File: config.mk
export PLATFORM = sky130hd
export DESIGN_NAME = msrv32_ifetch_queue
export DESIGN_NICKNAME = d
export VERILOG_FILES = /design/src/rtl/msrv32_ifetch_queue.sv
export SDC_FILE = /design/constraint.sdc
export NUM_CORES = 1
export LEC_CHECK = 0
export CAP_MARGIN = 20
export CORE_MARGIN = 2
export CORE_UTILIZATION = 45
export DETAILED_ROUTE_END_ITERATION = 12
export PLACE_DENSITY_LB_ADDON = 0.08
export SKIP_LAST_GASP = 1
export SLEW_MARGIN = 20
export SYNTH_ARGS = -nofsm -noshare
export SYNTH_HDL_FRONTEND = slang
export SYNTH_SLANG_ARGS = --single-unit
File: constraint.sdc
create_clock -name clk_in -period 9.32 [get_ports clk_in]
set_input_delay 1.864 -clock clk_in [delete_from_list [all_inputs] [get_ports clk_in]]
set_output_delay 1.864 -clock clk_in [all_outputs]
set_load 0.005 [all_outputs]
File: src/rtl/msrv32_ifetch_queue.sv
// Instruction-fetch queue sitting directly after the PC register.
// Issues in-order fetches over req/gnt + rvalid, tags each returned word with
// its PC, buffers it for decode and drops responses made stale by a flush.
//
// Handshakes:
//   imem_req_out/imem_gnt_in : a request transfers in a cycle where both are
//     high; imem_addr_out is pc_in and pc_advance_out pulses in that cycle.
//   instr_valid_out/instr_ready_in : the head transfers in a cycle where both
//     are high; the head stays stable while valid is high and ready is low.
module msrv32_ifetch_queue #(
  parameter int DEPTH  = 2,
  parameter int ADDR_W = 32
) (
  input  logic              clk_in,
  input  logic              rst_in,
  input  logic [ADDR_W-1:0] pc_in,
  output logic              pc_advance_out,
  input  logic              flush_in,
  output logic              imem_req_out,
  output logic [ADDR_W-1:0] imem_addr_out,
  input  logic              imem_gnt_in,
  input  logic              imem_rvalid_in,
  input  logic [31:0]       imem_rdata_in,
  output logic              instr_valid_out,
  output logic [31:0]       instr_out,
  output logic [ADDR_W-1:0] instr_pc_out,
  input  logic              instr_ready_in,
  output logic              misaligned_out
);

  localparam int PW = $clog2(DEPTH);
  localparam int CW = PW + 1;
  localparam logic [CW-1:0] DEPTH_C = CW'(DEPTH);
  localparam logic [CW:0]   DEPTH_S = (CW + 1)'(DEPTH);

  logic [CW-1:0]     count;
  logic [CW-1:0]     outstanding;
  logic [CW-1:0]     discard_cnt;
  logic [CW-1:0]     live;
  logic [PW-1:0]     q_wr, q_rd;
  logic [PW-1:0]     f_wr, f_rd;
  logic [31:0]       q_data [DEPTH];
  logic [ADDR_W-1:0] q_pc   [DEPTH];
  logic [ADDR_W-1:0] f_pc   [DEPTH];

  logic room, can_issue, aligned, grant, resp, push, pop;

  // Issue decision, handshake strobes and head presentation.
  always_comb begin
    live = outstanding - discard_cnt;
    // Every live fetch already owns a queue slot, so a kept response never
    // overflows. Outstanding is also capped at DEPTH because fetches still
    // awaiting discard occupy the in-flight PC FIFO.
    room      = ({1'b0, count} + {1'b0, live}) < DEPTH_S;
    aligned   = (pc_in[1:0] == 2'b00);
    can_issue = !rst_in && !flush_in && room && (outstanding < DEPTH_C);

    imem_req_out   = can_issue && aligned;
    misaligned_out = can_issue && !aligned;
    imem_addr_out  = pc_in;

    grant          = imem_req_out && imem_gnt_in;
    pc_advance_out = grant;

    // A response with nothing outstanding is a protocol violation: ignored.
    resp = imem_rvalid_in && (outstanding != '0);
    push = resp && (discard_cnt == '0) && !flush_in;

    instr_valid_out = (count != '0);
    instr_out       = q_data[q_rd];
    instr_pc_out    = q_pc[q_rd];
    pop             = instr_valid_out && instr_ready_in && !flush_in;
  end

  // Occupancy, in-flight accounting and pointer updates.
  always_ff @(posedge clk_in or posedge rst_in) begin
    if (rst_in) begin
      count       <= '0;
      outstanding <= '0;
      discard_cnt <= '0;
      q_wr        <= '0;
      q_rd        <= '0;
      f_wr        <= '0;
      f_rd        <= '0;
    end else begin
      outstanding <= outstanding + CW'(grant) - CW'(resp);
      if (grant) f_wr <= f_wr + PW'(1);
      if (resp)  f_rd <= f_rd + PW'(1);

      if (flush_in) begin
        // Everything still in flight after this cycle is stale.
        discard_cnt <= outstanding - CW'(resp);
        count       <= '0;
        q_wr        <= '0;
        q_rd        <= '0;
      end else begin
        if (resp && (discard_cnt != '0)) discard_cnt <= discard_cnt - CW'(1);
        count <= count + CW'(push) - CW'(pop);
        if (push) q_wr <= q_wr + PW'(1);
        if (pop)  q_rd <= q_rd + PW'(1);
      end
    end
  end

  // Storage: in-flight PC tags and the decode queue entries.
  always_ff @(posedge clk_in or posedge rst_in) begin
    if (rst_in) begin
      for (int i = 0; i < DEPTH; i++) begin
        q_data[i] <= '0;
        q_pc[i]   <= '0;
        f_pc[i]   <= '0;
      end
    end else begin
      if (grant) f_pc[f_wr] <= pc_in;
      if (push) begin
        q_data[q_wr] <= imem_rdata_in;
        q_pc[q_wr]   <= f_pc[f_rd];
      end
    end
  end

endmodule
======== Word level (Yosys, flattened, before mapping) ========
Index checks and enable logic that the tools add are counted.
word-level totals
  logic and storage cells ................. 85
  output and inout bits ................... 100
  register bits ........................... 202
  input port bits ......................... 70
cells by class
  order comparisons ....................... 8
  bitwise operators ....................... 4
  $add $sub $neg .......................... 12
  mux-type cells .......................... 23
  reductions and logical operators ........ 25
operators with widths
  operator             count
  $mux 32              11
  $bwmux 64            3
  $demux 32 s1         2
  $logic_and 1x1->1    14
  $reduce_bool 2->1    6
  $ge 2x2->1 const B   4
  $not 1->2            4
  $mux 2               3
  $sub 2x1->2          3
  $add 1x1->1 const B  4
  $add 2x1->2          2
  $logic_not 2->1      2
  $lt 2x1->1 const B   2
  $mux 1               4
  $add 2x2->3          1
  $logic_not 1->1      3
  $lt 3x2->1 const B   1
  $lt 2x2->1 const B   1
  $sub 2x1->2 const B  1
  $sub 2x2->2          1

======== Longest topological paths before layout ========
  word-level depth ........................ 9
  mapped depth ............................ 10
  mapped depth without buffers ............ 9

======== Worst setup path after synthesis ========
No wires, ideal clock.
  path type ............................... input to output
  start ................................... in flush_in
  end ..................................... out pc_advance_out
  slack ................................... 4,536 ps
  required time ........................... 7,456 ps
  stages on the path ...................... 3
  arrival time ............................ 2,920 ps
  cells stage by stage .................... buf_6 > or4_1 > nor4_1
between the ends
  word-level cells in the longest chain between the ends .. 6
RTL lines
  element                          line  text
  start, declared                  18    input logic flush_in,
  $logic_not 1->1                  56    can_issue = !rst_in && !flush_in && room && (outstanding < DEPTH_C);
  $logic_and 1x1->1 (3 in series)  56
  $logic_and 1x1->1                58    imem_req_out = can_issue && aligned;
  $logic_and 1x1->1                62    grant = imem_req_out && imem_gnt_in;
  end, declared                    17    output logic pc_advance_out,
No other way between the ends.

======== Worst setup path after layout ========
Ends and elaborated chain as after synthesis.

==> impl_results.md <==
- Outcome: finished, final reports clean
- RSZ-0062 raised after global routing: no
- CTS buffer count: 23
- Mapped cell area: roughly 0.0092 mm²
- Share of layout cells above drive strength 1: 0.428
- First-pass GRT wire length: 31700 µm
- Hold-fix buffers, CTS: 0
- Maximum clock frequency: ~170 MHz
- Clk sinks: between 200 and 250
- Ports: 170
- Rows: 52
- Critical Path RT: approximately 7.5 ns
- Post-detail-place hpwl: 11900 µm
- Leak: roughly 0.0055 µW
- Worst slew margin: 0.356
- Worst-Margin Slew: slightly below 1 ns
- TritonCTS clock tree: built
- Vias: approximately 5300
- Clk buf depth: 3
- Nets@finish: 827
- Largest net degree at the start of global routing: ~130
- Most common cell after layout, fill and taps aside: mux2_2
- Area growth syn-to-layout: 25.5%
- Antenna Cells: 0
- Clk_skew: 0.0159 ns
- Core ar.: approximately 0.020 mm²
- Initial Util: 0.458
- Die Height: between 100 and 150 µm
- Finished Layout Cells: just over 1000
- Setup Buffers After CTS: 0
- Tot GR Track Use: 0.182
- Crit-path max FO: 9
- Vias in the first global route: approximately 6000
- Finish-stage setup viols: 0
- DR WL/cell: roughly 19 µm
- Cell count after placement: between 900 and 1000
- Post-route DRC: 0
- CP Class: input port to output port
- Slew Limit Fails: 0
- Max cap viols: 0
- Ys Warns: 0
- Peak supply drop: 0.179 mV
- Overflow after GRT: 0
- Post-DRT Antenna Nets: 0
- Critical path launch point type: input port
- Starting DRC count in detailed routing: 168
- Final Hold Fails: 0
- Commonest cells after routing, fill and taps aside: 255 x mux2_2, 200 x dfrtp_1, 169 x clkdlybuf4s50_1
- Worst Hold Class: flip-flop to flip-flop
- Die Wd: 147 µm
- Crit path DAT: between 4 and 5 ns
- RD Place Congestion: between 0.7 and 0.8
- Min cycle time layout: approximately 6.0 ns
- PortBufs: roughly 170
- Clock Latency Late Sink: roughly 0.49 ns
- Sequential fraction of the synthesis area: 0.548
- Final Cycle Share: 0.642
- Yosys cell types: 35
- Initial antenna violation count: 0
- Die area: 0.0217 mm²
- DR vias/cell: 5.14
- Clk slew on worst S/H paths: around 0.05 ns
- Power Dens Cells: around 280 mW/mm²
- Post-Synthesis Cells: 614
- Cts repair resizes: 0
- Design Power: 3200 µW
- #FFs+latches synth: ~200
- Minimum hold slack: between 0.4 and 0.5 ns
- Wirelength, routed: between 15000 and 20000 µm
- Critical Path End Type: output port
- CTS root buf: clkbuf_16
- Pre-antenna DRT Iters: 4
- Syn_area_per_cell: between 15 and 20 µm²
- Post-Syn Nets: roughly 690
- Fin Setup TNS: 0 ns
- Htree depth: 1
-- cells by family after synthesis --
group,after synthesis,synth area share
AOI/OAI and AO/OA,7,0.00461
xor gates and xnor gates,10,0.00949
adders and majority gates,7,0.0103
buffers and inverters,75,0.0498
DFF,202,0.548
muxes,284,0.358
and+or+nand+nor,29,0.0202
-- path summary, 6_finish.rpt --
kind / from / slack (ns) / end / depth (start not counted)
min in group asynchronous: rst_in / 2.04 / f_wr$_DFFE_PP0N_ / 2
setup reg to reg: outstanding[0]$_DFF_PP0_ / 6.28 / f_pc[2]$_DFFE_PP0P_ / 8
setup / recovery: flush_in / 3.34 / pc_advance_out / 4
max in group asynchronous: rst_in / 5.73 / q_rd$_DFFE_PP0P_ / 3
hold / removal: f_pc[0]$_DFFE_PP0P_ / 0.49 / f_pc[0]$_DFFE_PP0P_ / 1
hold reg to reg: f_pc[0]$_DFFE_PP0P_ / 0.49 / f_pc[0]$_DFFE_PP0P_ / 1
-- state kept, by name (all words and copies together), names as in the netlist --
| signal | count |
|---|---|
| count | 2 |
| discard_cnt | 2 |
| f_pc | 64 |
| f_rd | 1 |
| f_wr | 1 |
| outstanding | 2 |
| q_data | 64 |
| q_pc | 64 |
| q_rd | 1 |
| q_wr | 1 |
-- final cells by class --
class / instances / area [µm²]
fillers: 1622 / 8590
flip-flops and latches: 202 / 5060
multi-input cells: 337 / 3740
repair buffers: 175 / 1740
clock buffers: 36 / 634
well taps: 270 / 338
inverters: 11 / 48.8
clock inverters: 1 / 30.0
-- stage by stage --
step | setup slack [ns] | utilization | cell area (µm²)
after floorplan | 1.95 | - | 9230
after global placement | 3.42 | 0.541 | 10900
after detailed placement | 3.34 | 0.541 | 10900
after CTS | 3.33 | 0.574 | 11600
after global routing | 3.22 | 0.574 | 11600
final | 3.34 | 0.574 | 11600
-- worst max-delay path, stage by stage --
cell and delay (ns):
clkdlybuf4s50_1 0.58, or4_1 0.54, nor4_1 0.51, clkdlybuf4s50_1 0.62
-- where the power goes --
group          switching [µW]  total [µW]  internal (µW)
Combinational             342        1030            692
Sequential                185        1350           1170
Clock                     328         817            489
Total                     854        3200           2350
-- synthesized netlist by cell type --
master / instances / area share
mux2_2: 255 / 0.31
dfrtp_1: 202 / 0.55
buf_4: 32 / 0.026
mux2_4: 28 / 0.046
buf_2: 16 / 0.0087
clkbuf_1: 11 / 0.0045
inv_1: 11 / 0.0045
nor2_1: 8 / 0.0033
ha_1: 6 / 0.0081
xnor2_1: 6 / 0.0057
buf_6: 5 / 0.0061
o21ai_0: 4 / 0.0022
xor2_1: 4 / 0.0038
nor2b_1: 3 / 0.0020
and2_1: 2 / 0.0014
or2_2: 2 / 0.0014
a31o_2: 1 / 0.00095
a31oi_1: 1 / 0.00068
fa_1: 1 / 0.0022
mux2_1: 1 / 0.0012
nand2_1: 1 / 0.00041
nand2b_1: 1 / 0.00068
nand3_1: 1 / 0.00054
nand3b_1: 1 / 0.00081
nand4_2: 1 / 0.0014
nor3_1: 1 / 0.00054
nor4_1: 1 / 0.00068
nor4_2: 1 / 0.0014
nor4b_1: 1 / 0.00095
o211ai_1: 1 / 0.00081
or3_1: 1 / 0.00068
or3_4: 1 / 0.0012
or3b_2: 1 / 0.00095
or4_1: 1 / 0.00081
or4_4: 1 / 0.0012
-- routing by layer --
layer | up-vias | wire length (µm) | track usage
li1 | 2406 | - | -
met1 | 2753 | 8140 | 0.232
met2 | 121 | 9800 | 0.320
met3 | 21 | 1040 | 0.0404
met4 | 0 | 260 | 0.0370
met5 | - | 0 | 0
Power figures use the tool's default switching activity.
